--- src/rtl/score_display_ctrl_pkg.sv ---
// Shared types and helpers for the score-to-HEX display path: FSM encoding,
// blank segment pattern and the BCD arithmetic helpers.
package score_display_ctrl_pkg;

    typedef enum logic [1:0] {
        ST_IDLE    = 2'd0,
        ST_CONVERT = 2'd1,
        ST_DECODE  = 2'd2,
        ST_DONE    = 2'd3
    } state_e;

    localparam logic [6:0] SEG_BLANK = 7'h7F;

    function automatic int pow10(input int n);
        int r;
        r = 1;
        for (int i = 0; i < n; i++) begin
            r = r * 10;
        end
        return r;
    endfunction

    // Double-dabble correction: a nibble >= 5 would exceed 9 after the shift.
    function automatic logic [3:0] add3(input logic [3:0] n);
        logic [3:0] r;
        if (n >= 4'd5) begin
            r = n + 4'd3;
        end else begin
            r = n;
        end
        return r;
    endfunction

endpackage

--- src/rtl/score_display_ctrl_if.sv ---
// Score handshake between the score counter (master) and the display controller (slave).
interface score_display_ctrl_if #(
    parameter int SCORE_W = 10
) ();
    logic               score_valid;
    logic [SCORE_W-1:0] score;
    logic               blank_lz;
    logic               score_ready;

    modport master (output score_valid, output score, output blank_lz, input score_ready);
    modport slave  (input score_valid, input score, input blank_lz, output score_ready);
endinterface

--- src/rtl/score_display_ctrl_bin2bcd.sv ---
// Serial binary-to-BCD converter (shift-add-3), one input bit per clock after start.
module bin2bcd_serial
    import score_display_ctrl_pkg::*;
#(
    parameter int SCORE_W    = 10,
    parameter int NUM_DIGITS = 3
) (
    input  logic                    clk,
    input  logic                    reset,
    input  logic                    start_i,
    input  logic [SCORE_W-1:0]      bin_i,
    output logic [4*NUM_DIGITS-1:0] bcd_o,
    output logic                    done_o
);
    localparam int BCD_W = 4 * NUM_DIGITS;
    localparam int CNT_W = $clog2(SCORE_W + 1);
    localparam logic [CNT_W-1:0] LAST_BIT = CNT_W'(SCORE_W - 1);

    logic [SCORE_W-1:0] sh_q, sh_d;
    logic [BCD_W-1:0]   bcd_q, bcd_d, corr_s;
    logic [CNT_W-1:0]   cnt_q, cnt_d;
    logic               busy_q, busy_d;

    // Next-state: load on start, otherwise correct-then-shift while busy
    always_comb begin
        sh_d   = sh_q;
        bcd_d  = bcd_q;
        cnt_d  = cnt_q;
        busy_d = busy_q;
        corr_s = '0;
        for (int k = 0; k < NUM_DIGITS; k++) begin
            corr_s[4*k +: 4] = add3(bcd_q[4*k +: 4]);
        end
        if (start_i) begin
            sh_d   = bin_i;
            bcd_d  = '0;
            cnt_d  = '0;
            busy_d = 1'b1;
        end else if (busy_q) begin
            bcd_d = {corr_s[BCD_W-2:0], sh_q[SCORE_W-1]};
            sh_d  = {sh_q[SCORE_W-2:0], 1'b0};
            cnt_d = cnt_q + CNT_W'(1);
            if (cnt_q == LAST_BIT) begin
                busy_d = 1'b0;
            end else begin
                busy_d = 1'b1;
            end
        end else begin
            busy_d = 1'b0;
        end
    end

    // Converter state registers
    always_ff @(posedge clk) begin
        if (reset) begin
            sh_q   <= '0;
            bcd_q  <= '0;
            cnt_q  <= '0;
            busy_q <= 1'b0;
        end else begin
            sh_q   <= sh_d;
            bcd_q  <= bcd_d;
            cnt_q  <= cnt_d;
            busy_q <= busy_d;
        end
    end

    assign bcd_o  = bcd_q;
    assign done_o = busy_q && (cnt_q == LAST_BIT);
endmodule

--- src/rtl/score_display_ctrl_seg.sv ---
// Active-low seven-segment decoder for one BCD digit; non-decimal codes show blank.
module proc7segdecoder (
    input  logic [3:0] bcd_i,
    output logic [6:0] seg_o
);
    // Digit-to-segment lookup
    always_comb begin
        seg_o = 7'h7F;
        case (bcd_i)
            4'd0:    seg_o = 7'h40;
            4'd1:    seg_o = 7'h79;
            4'd2:    seg_o = 7'h24;
            4'd3:    seg_o = 7'h30;
            4'd4:    seg_o = 7'h19;
            4'd5:    seg_o = 7'h12;
            4'd6:    seg_o = 7'h02;
            4'd7:    seg_o = 7'h78;
            4'd8:    seg_o = 7'h00;
            4'd9:    seg_o = 7'h10;
            default: seg_o = 7'h7F;
        endcase
    end
endmodule

--- src/rtl/score_display_ctrl.sv ---
// Score display sequencer: accepts a score, converts it to BCD, decodes digits one per
// clock through a shared decoder into shadow registers, then commits all digits at once.
module score_display_ctrl
    import score_display_ctrl_pkg::*;
#(
    parameter int SCORE_W    = 10,
    parameter int NUM_DIGITS = 3
) (
    input  logic                    clk,
    input  logic                    reset,
    score_display_ctrl_if.slave     score_bus,
    output logic                    update_done,
    output logic                    overflow,
    output logic [7*NUM_DIGITS-1:0] hex_out
);
    localparam int MAX_VAL = pow10(NUM_DIGITS) - 1;
    localparam int HEX_W   = 7 * NUM_DIGITS;
    localparam int DIG_W   = (NUM_DIGITS > 1) ? $clog2(NUM_DIGITS) : 1;
    localparam logic [DIG_W-1:0] LAST_DIG = DIG_W'(NUM_DIGITS - 1);

    state_e                    state_q, state_d;
    logic [DIG_W-1:0]          dig_q, dig_d;
    logic [HEX_W-1:0]          shadow_q, shadow_d, hex_q, hex_d;
    logic                      ovf_q, ovf_d, cap_ovf_q, cap_ovf_d;
    logic                      blank_q, blank_d, done_q, done_d;
    logic                      start_s, conv_done_s, over_s, acc_zero_s;
    logic [SCORE_W-1:0]        sat_s;
    logic [4*NUM_DIGITS-1:0]   bcd_s;
    logic [3:0]                nib_s;
    logic [6:0]                seg_s;
    logic [NUM_DIGITS-1:0]     hi_zero_s;

    assign over_s = (32'(score_bus.score) > MAX_VAL);
    assign sat_s  = over_s ? SCORE_W'(MAX_VAL) : score_bus.score;

    bin2bcd_serial #(.SCORE_W(SCORE_W), .NUM_DIGITS(NUM_DIGITS)) u_bin2bcd (
        .clk     (clk),
        .reset   (reset),
        .start_i (start_s),
        .bin_i   (sat_s),
        .bcd_o   (bcd_s),
        .done_o  (conv_done_s)
    );

    proc7segdecoder u_dec (
        .bcd_i (nib_s),
        .seg_o (seg_s)
    );

    // Digit select and "this digit and all above are zero" mask for blanking
    always_comb begin
        nib_s      = 4'd0;
        acc_zero_s = 1'b1;
        hi_zero_s  = '0;
        for (int k = 0; k < NUM_DIGITS; k++) begin
            if (dig_q == DIG_W'(k)) begin
                nib_s = bcd_s[4*k +: 4];
            end else begin
                nib_s = nib_s;
            end
        end
        for (int k = NUM_DIGITS - 1; k >= 0; k--) begin
            acc_zero_s   = acc_zero_s && (bcd_s[4*k +: 4] == 4'd0);
            hi_zero_s[k] = acc_zero_s;
        end
    end

    // FSM next-state and datapath control
    always_comb begin
        state_d   = state_q;
        dig_d     = dig_q;
        shadow_d  = shadow_q;
        hex_d     = hex_q;
        ovf_d     = ovf_q;
        cap_ovf_d = cap_ovf_q;
        blank_d   = blank_q;
        done_d    = 1'b0;
        start_s   = 1'b0;
        case (state_q)
            ST_IDLE: begin
                if (score_bus.score_valid) begin
                    start_s   = 1'b1;
                    cap_ovf_d = over_s;
                    blank_d   = score_bus.blank_lz;
                    dig_d     = '0;
                    state_d   = ST_CONVERT;
                end else begin
                    state_d = ST_IDLE;
                end
            end
            ST_CONVERT: begin
                if (conv_done_s) begin
                    state_d = ST_DECODE;
                end else begin
                    state_d = ST_CONVERT;
                end
            end
            ST_DECODE: begin
                for (int k = 0; k < NUM_DIGITS; k++) begin
                    if (dig_q == DIG_W'(k)) begin
                        if (blank_q && (k > 0) && hi_zero_s[k]) begin
                            shadow_d[7*k +: 7] = SEG_BLANK;
                        end else begin
                            shadow_d[7*k +: 7] = seg_s;
                        end
                    end else begin
                        shadow_d[7*k +: 7] = shadow_q[7*k +: 7];
                    end
                end
                dig_d = dig_q + DIG_W'(1);
                if (dig_q == LAST_DIG) begin
                    state_d = ST_DONE;
                end else begin
                    state_d = ST_DECODE;
                end
            end
            ST_DONE: begin
                hex_d   = shadow_q;
                ovf_d   = cap_ovf_q;
                done_d  = 1'b1;
                state_d = ST_IDLE;
            end
            default: state_d = ST_IDLE;
        endcase
    end

    // State and output registers
    always_ff @(posedge clk) begin
        if (reset) begin
            state_q   <= ST_IDLE;
            dig_q     <= '0;
            shadow_q  <= '1;
            hex_q     <= '1;
            ovf_q     <= 1'b0;
            cap_ovf_q <= 1'b0;
            blank_q   <= 1'b0;
            done_q    <= 1'b0;
        end else begin
            state_q   <= state_d;
            dig_q     <= dig_d;
            shadow_q  <= shadow_d;
            hex_q     <= hex_d;
            ovf_q     <= ovf_d;
            cap_ovf_q <= cap_ovf_d;
            blank_q   <= blank_d;
            done_q    <= done_d;
        end
    end

    assign score_bus.score_ready = (state_q == ST_IDLE);
    assign update_done           = done_q;
    assign overflow              = ovf_q;
    assign hex_out               = hex_q;
endmodule

--- src/flat_wrapper.sv ---
// flat-port wrapper written by rule: the top's interface ports become plain ports
module score_display_ctrl_flat import score_display_ctrl_pkg::*;
#(
    parameter int SCORE_W    = 10,
    parameter int NUM_DIGITS = 3
)
  (clk, reset, update_done, overflow, hex_out, score_bus_score_valid, score_bus_score, score_bus_blank_lz, score_bus_score_ready);
  score_display_ctrl_if #(.SCORE_W(SCORE_W)) score_bus_i ();
  input  logic clk;
  input  logic reset;
  output logic update_done;
  output logic overflow;
  output logic [7*NUM_DIGITS-1:0] hex_out;
  input wire logic [$bits(score_bus_i.score_valid)-1:0] score_bus_score_valid;
  input wire logic [$bits(score_bus_i.score)-1:0] score_bus_score;
  input wire logic [$bits(score_bus_i.blank_lz)-1:0] score_bus_blank_lz;
  output wire logic [$bits(score_bus_i.score_ready)-1:0] score_bus_score_ready;
  assign score_bus_i.score_valid = score_bus_score_valid;
  assign score_bus_i.score = score_bus_score;
  assign score_bus_i.blank_lz = score_bus_blank_lz;
  assign score_bus_score_ready = score_bus_i.score_ready;
  score_display_ctrl #(.SCORE_W(SCORE_W), .NUM_DIGITS(NUM_DIGITS)) u_core (.clk(clk), .reset(reset), .score_bus(score_bus_i), .update_done(update_done), .overflow(overflow), .hex_out(hex_out));
endmodule
--- config.mk ---
export PLATFORM = sky130hd
export DESIGN_NAME = score_display_ctrl_flat
export DESIGN_NICKNAME = d
export VERILOG_FILES = /design/src/rtl/score_display_ctrl_pkg.sv /design/src/rtl/score_display_ctrl_if.sv /design/src/rtl/score_display_ctrl_bin2bcd.sv /design/src/rtl/score_display_ctrl_seg.sv /design/src/rtl/score_display_ctrl.sv /design/src/flat_wrapper.sv
export SDC_FILE = /design/constraint.sdc
export NUM_CORES = 1
export LEC_CHECK = 0
export BUFFER_PORTS_ARGS = -buffer_cell sky130_fd_sc_hd__buf_2
export CORE_UTILIZATION = 41
export CTS_BUF_LIST = sky130_fd_sc_hd__clkbuf_16
export DETAILED_ROUTE_END_ITERATION = 7
export PLACE_DENSITY_LB_ADDON = 0.1
export SKIP_CTS_REPAIR_TIMING = 1
export SLEW_MARGIN = 0
export SYNTH_ARGS = -nofsm -noshare
export SYNTH_HDL_FRONTEND = slang
export SYNTH_SLANG_ARGS = --single-unit
export TNS_END_PERCENT = 1
--- constraint.sdc ---
create_clock -name clk -period 2.63 [get_ports clk]
set_input_delay 0.526 -clock clk [delete_from_list [all_inputs] [get_ports clk]]
set_output_delay 0.526 -clock clk [all_outputs]
set_load 0.1 [all_outputs]
==> results of run 1 <==
==> layout make-up <==
type | count | area [um^2]
inverters | 11 | 41.29
multi-input cells | 273 | 1813
repair buffers | 46 | 252.7
well taps | 105 | 131.4
clock inverters | 7 | 91.34
fillers | 841 | 4161
flip-flops and latches | 77 | 1541
clock buffers | 9 | 225.2
==> worst register-to-register path, delay by kind of cell, from the launching register on <==
family          cells  cell delay [ns]
buf+inv             2             0.15
fa+ha+maj           2             0.62
simple gates        1             0.06
flops               1             0.35
compound gates      5             1.10
==> metal layers <==
layer / GRT usage / wire length, um
met1: 0.2388 / 3742
met4: 0.06061 / 106
met2: 0.2953 / 3463
met3: 0.04509 / 229
met5: 0 / 0
==> path summary, 6_finish.rpt <==
check                                  from                              end  slack, ns  cells past startpoint
max            u_core.dig_q[1]$_SDFFE_PP0P_  u_core.shadow_q[3]$_SDFFE_PP1P_       0.24                     10
min                      score_bus_blank_lz      u_core.blank_q$_SDFFE_PP0P_       0.43                      3
max reg2reg    u_core.dig_q[1]$_SDFFE_PP0P_  u_core.shadow_q[3]$_SDFFE_PP1P_       0.24                     10
min reg2reg  u_core.hex_out[5]$_SDFFE_PP1P_   u_core.hex_out[5]$_SDFFE_PP1P_       0.45                      1
==> cells by family (layout without fill, tap and decap cells) <==
group / after synthesis / count (layout) / synth area share
fa+ha+maj: 14 / 14 / 0.04995
xor+xnor: 8 / 8 / 0.01998
mux: 15 / 15 / 0.04281
flops: 77 / 77 / 0.4395
buf+inv: 36 / 73 / 0.04495
compound gates: 108 / 108 / 0.2166
simple gates: 128 / 128 / 0.1862
==> power by group <==
part	switching, mW	total, mW	internal, mW
Combinational	0.0965	0.154	0.0571
Sequential	0.0149	1.20	1.19
Clock	0.476	1.30	0.827
Total	0.587	2.66	2.07
==> through the flow <==
step / setup WS [ns] / total power [mW]
floorplan: 0.3809 / 1.341
global placement: 0.2678 / 1.382
detailed placement: 0.1759 / 1.384
CTS: 0.1667 / 2.691
global route: 0.08944 / 2.754
finish: 0.2445 / 2.659
==> state kept, by name, summed over array words and instances, names as in the netlist, named ones only <==
register / count
u_core.dig_q: 2
u_core.u_bin2bcd.bcd_o: 12
u_core.cap_ovf_q: 1
u_core.overflow: 1
u_core.blank_q: 1
u_core.update_done: 1
u_core.u_bin2bcd.sh_q: 10
u_core.u_bin2bcd.cnt_q: 4
u_core.shadow_q: 21
u_core.state_q: 1
u_core.hex_out: 21
u_core.u_bin2bcd.busy_q: 1
==> cells in the final DEF, fill, tap and decap left out, types with 3 or more instances in the layout <==
master,count
a211oi_1,10
o21ai_0,11
inv_1,12
nor3_1,7
nand3b_1,5
o21ai_1,6
nor2b_1,5
o22a_1,5
nand2b_1,5
mux2i_1,15
and3_1,21
a21oi_1,36
xnor2_1,6
buf_4,9
o21bai_1,3
buf_2,37
dfxtp_1,77
nand2_1,23
a211o_1,23
nor2_1,41
nand3_1,6
ha_1,13
clkbuf_16,9
==> results.cfg, run 1 <==
[status]
status = finished, final reports clean

[route]
dr.pass1.iters = 4
via_count = 2780
drtIter0Drc = 107
wirelength_um = 7540
vias_per_cell = 5.265
detail_route.wl_per_cell_um = 14.28
post-route-drc-count = 0
postRouteAntennaNets = 0

[cts]
h-tree-depth = 3
clockBufferDepth = 2
path_clk_slew_ns = 0.06
cts_tree = done
numCtsBuffers = 9
clk-insertion-delay-late_ns = 0.33
root_buffer = clkbuf_16
clock-sinks = 77

[place]
placed_cell_area_mm2 = 0.003777
dp_hpwl_um = 5266
numPortBuffers = 37
place_inst = 512
place.gp.congestion = 0.7831

[synth]
netlist.area_leader.share = 0.4395
mappedNetlistArea_mm2 = 0.003507
yosysTopAreaCell = dfxtp_1
synthTopCellsByArea = dfxtp_1 (44%), a211o_1 (5.7%), a21oi_1 (5.1%), ha_1 (5.0%), nor2_1 (4.5%)
yosys.cell_types.count = 50
syn_inst = 386
synth_ff_type = dfxtp_1
synth.most_common_cell = dfxtp_1
yosysSeqAreaShare = 0.4395
synth_seq_cells = 77
synth.avg_cell_area_um2 = 9.086
synth_edf_count = 0
ys_warn_count = 0
syn-num-nets = 414
synthArstFlopShare = 0
synth_common_cells = dfxtp_1 (77), nor2_1 (42), a21oi_1 (36)

[cells_and_area]
antenna_cells = 0
syn_to_final_growth_pct = 16.80
stdcell_count = 528
design_area_mm2 = 0.004096
fin_util = 0.4961
layout.nets = 446
drive_gt1_frac = 0.1797

[timing]
setup_violations = 0
tns_ns = 0
finalMaxSlewViolations = 0
finalClockSkew_ns = 0.008085
min_period_ns = 2.386
hold_viol = 0
worst_pin_slew_ns = 0.7094
hold_ws_ns = 0.4338
rsz0062_at_grt = false
relSlewSlack = 0.5271
min_period_over_period = 0.9070
fmax_mhz = 419.2

[setup_path]
cp_slowest_cell = dfxtp_1
endpoint_kind = flop
path_buf_inv = 2
worst_path_dominant_cell_family = compound AO/OA/AOI/OAI gates
critPathMaxStageDelay_ns = 0.35
path_common_cell = ha_1
critPathRequiredTime_ns = 2.85
critPathMaxFanout = 11
critPathKind = flop to flop
critPathLaunchType = flop
crit_chain = inv_1 -> ha_1 -> a21oi_1 -> a22o_1 -> inv_2 -> ha_1 -> nand2_1 -> o211ai_1 -> o311ai_4 -> o31a_1
cp_data_arrival_time_ns = 2.61

[floorplanning]
ioPinCount = 38
rows = 33
die_area_mm2 = 0.008927
die_x_um = 94.49
start_util = 0.4247
die_h_um = 94.49
fp.coreArea_mm2 = 0.008258

[global_routing]
grt_start_max_net_pins = 42
grt_pass1_wl_um = 12770
antenna_found_initial = 0
grt_overflow_total = 0
grt_pass1_vias = 2597
grt_usage = 0.1830

[pwr]
leakage_nw = 1.630
powerDensity_mw_per_mm2 = 649.2
ir_drop_v = 0.0003264

[worst_hold_path]
hp-class = input pin to flop

[job]
cap_violations = 0
Power figures use the tool's default switching activity.
==> run 2, diff against run 1 <==
Settings changed: CAP_MARGIN from default to 20, CORE_ASPECT_RATIO from default to 1.75, SYNTH_HIERARCHICAL from default to 1.
==> run 2 against run 1 <==
Against the previous run: die area is 9.7% higher; setup slack got worse by 0.066 ns; sequential share of layout area fell by 2.5 points; register-to-register slack got worse by 0.07 ns; count of clock-buffer cells in the layout unchanged; total power decreased by 1.4%; final area increased by 7.3%; clock power shrank 8%; critical endpoint is now u_core/shadow_q[1]$_SDFFE_PP1P_; largest power group is now sequential cells.
==> results.cfg, run 2 <==
[route]
vias_per_cell = 5.362
detail_route.wl_per_cell_um = 14.53
post-route-drc-count = 0
postRouteAntennaNets = 0
wirelength_um = 8354
via_count = 3083
dr.pass1.iters = 4
drtIter0Drc = 126

[timing]
min_period_over_period = 0.9321
setup_violations = 0
tns_ns = 0
hold_viol = 0
relSlewSlack = 0.6542
min_period_ns = 2.452
finalMaxSlewViolations = 0
fmax_mhz = 407.9
finalClockSkew_ns = 0.006398
hold_ws_ns = 0.4301
rsz0062_at_grt = true
worst_pin_slew_ns = 0.5140
timing.final.ws_setup_ns = 0.1785

[synth]
synthArstFlopShare = 0
synth_seq_cells = 77
syn_inst = 418
yosysSeqAreaShare = 0.4007
synth.most_common_cell = dfxtp_1
ys_warn_count = 6
synth.avg_cell_area_um2 = 9.204
netlist.area_leader.share = 0.4007
synth_common_cells = dfxtp_1 (77), nor2_1 (40), a211o_1 (28)
mappedNetlistArea_mm2 = 0.003847
synthTopCellsByArea = dfxtp_1 (40%), a211o_1 (6.4%), ha_1 (5.2%), nor2_1 (3.9%), and3_1 (3.4%)
synth_edf_count = 0
synth_ff_type = dfxtp_1
yosysTopAreaCell = dfxtp_1
syn-num-nets = 448
yosys.cell_types.count = 58

[pwr]
power_mw = 2.622
leakage_nw = 1.755
powerDensity_mw_per_mm2 = 596.4
ir_drop_v = 0.0004768

[setup_path]
startpoint = u_core/dig_q[1]$_SDFFE_PP0P_
r2r_slack_ns = 0.18
critPathKind = flop to flop
cp_data_arrival_time_ns = 2.67
timing.rr.end = u_core/shadow_q[1]$_SDFFE_PP1P_
r2r_cells = 11
critPathLaunchType = flop
endpoint_kind = flop
critPathMaxFanout = 8
r2r_start = u_core/dig_q[1]$_SDFFE_PP0P_
critPathRequiredTime_ns = 2.85

[cts]
h-tree-depth = 3
numCtsBuffers = 9
root_buffer = clkbuf_16
clk-insertion-delay-late_ns = 0.34
path_clk_slew_ns = 0.06
clock-sinks = 77
clockBufferDepth = 2
cts_tree = done

[floorplanning]
start_util = 0.4231
ioPinCount = 38
fp.coreArea_mm2 = 0.009094
die_area_mm2 = 0.009790
rows = 46
die_h_um = 130.1
die_x_um = 75.23

[place]
dp_hpwl_um = 5994
place.gp.congestion = 0.7965
placed_cell_area_mm2 = 0.004109
place_ws_ns = 0.06695
numPortBuffers = 37
place_inst = 559

[worst_hold_path]
worstHoldEndpoint = u_core/blank_q$_SDFFE_PP0P_
hold_depth = 3
hp-class = input pin to flop
hold_start = score_bus_blank_lz

[cells_and_area]
antenna_cells = 0
drive_gt1_frac = 0.2110
syn_to_final_growth_pct = 14.28
stdcell_count = 575
mostFrequentLayoutCell = dfxtp_1
design_area_mm2 = 0.004397
final_cell_mix = dfxtp_1 (76), nor2_1 (40), buf_2 (37)
fin_util = 0.4835
layout.nets = 480

[global_routing]
grt_pass1_vias = 3002
grt_start_max_net_pins = 36
grt_usage = 0.1886
grt_pass1_wl_um = 14000
antenna_found_initial = 0
grt_overflow_total = 0

[job]
cap_violations = 0

[status]
status = finished, final reports clean
[run 2: changes by cell type after synthesis, moves of 6 or more]
cell and change:
mux2_2 +9, inv_1 +6, nor3_1 -6, o21ai_0 +7
nand2b_1 +6, o22a_2 +7, a21oi_1 -21
[run 2: worst max path at each step]
stage	endpoint	slack, ns	cells after the start
2_1_floorplan	u_core/shadow_q[3]$_SDFFE_PP1P_	0.1	12
3_3_place_gp	u_core/shadow_q[1]$_SDFFE_PP1P_	0.18	11
3_5_place_dp	u_core/shadow_q[1]$_SDFFE_PP1P_	0.07	11
4_1_cts	u_core/shadow_q[1]$_SDFFE_PP1P_	0.06	11
5_1_grt	u_core/shadow_q[3]$_SDFFE_PP1P_	-0.05	12
6_report	u_core/shadow_q[1]$_SDFFE_PP1P_	0.18	11
[run 2: kinds of logic after synthesis]
logic type | share of synthesized area
muxes | 0.05496
xor gates and xnor gates | 0.006831
DFF | 0.4007
adders and majority gates | 0.05203
AOI/OAI and AO/OA | 0.2127
and+or+nand+nor | 0.2068
buffers and inverters | 0.06602
[run 2: layout make-up]
type / instances / area [um^2]
tap: 120 / 150.1
clock buffer: 9 / 225.2
inverter: 16 / 60.06
clock inverter: 7 / 58.81
multi-input combinational: 293 / 2054
fill: 979 / 4697
timing repair buffer: 53 / 305.3
sequential: 77 / 1543
[run 2: worst max-delay path, cell delays in order, from the launching register on]
cell and delay, ns:
dfxtp_1 0.34, inv_1 0.06, ha_1 0.28, nor2b_2 0.20
a22oi_1 0.09, o21ai_1 0.17, inv_1 0.11, ha_1 0.31
o21ai_0 0.13, o21ai_0 0.20, and2_0 0.19, a211o_1 0.25
[run 2: power by group]
| group | internal (mW) | switching, mW |
|---|---|---|
| Combinational | 0.0904 | 0.129 |
| Sequential | 1.19 | 0.0259 |
| Clock | 0.721 | 0.468 |
| Total | 2.00 | 0.622 |
[run 2: routing by layer]
layer	track usage	routed length, um	part of all wire	up-vias
li1	-	-	-	1565
met1	0.2027	3492	0.42	1456
met2	0.3445	4461	0.53	52
met3	0.05251	266	0.032	10
met4	0.06536	133	0.016	0
met5	0	0	0	-
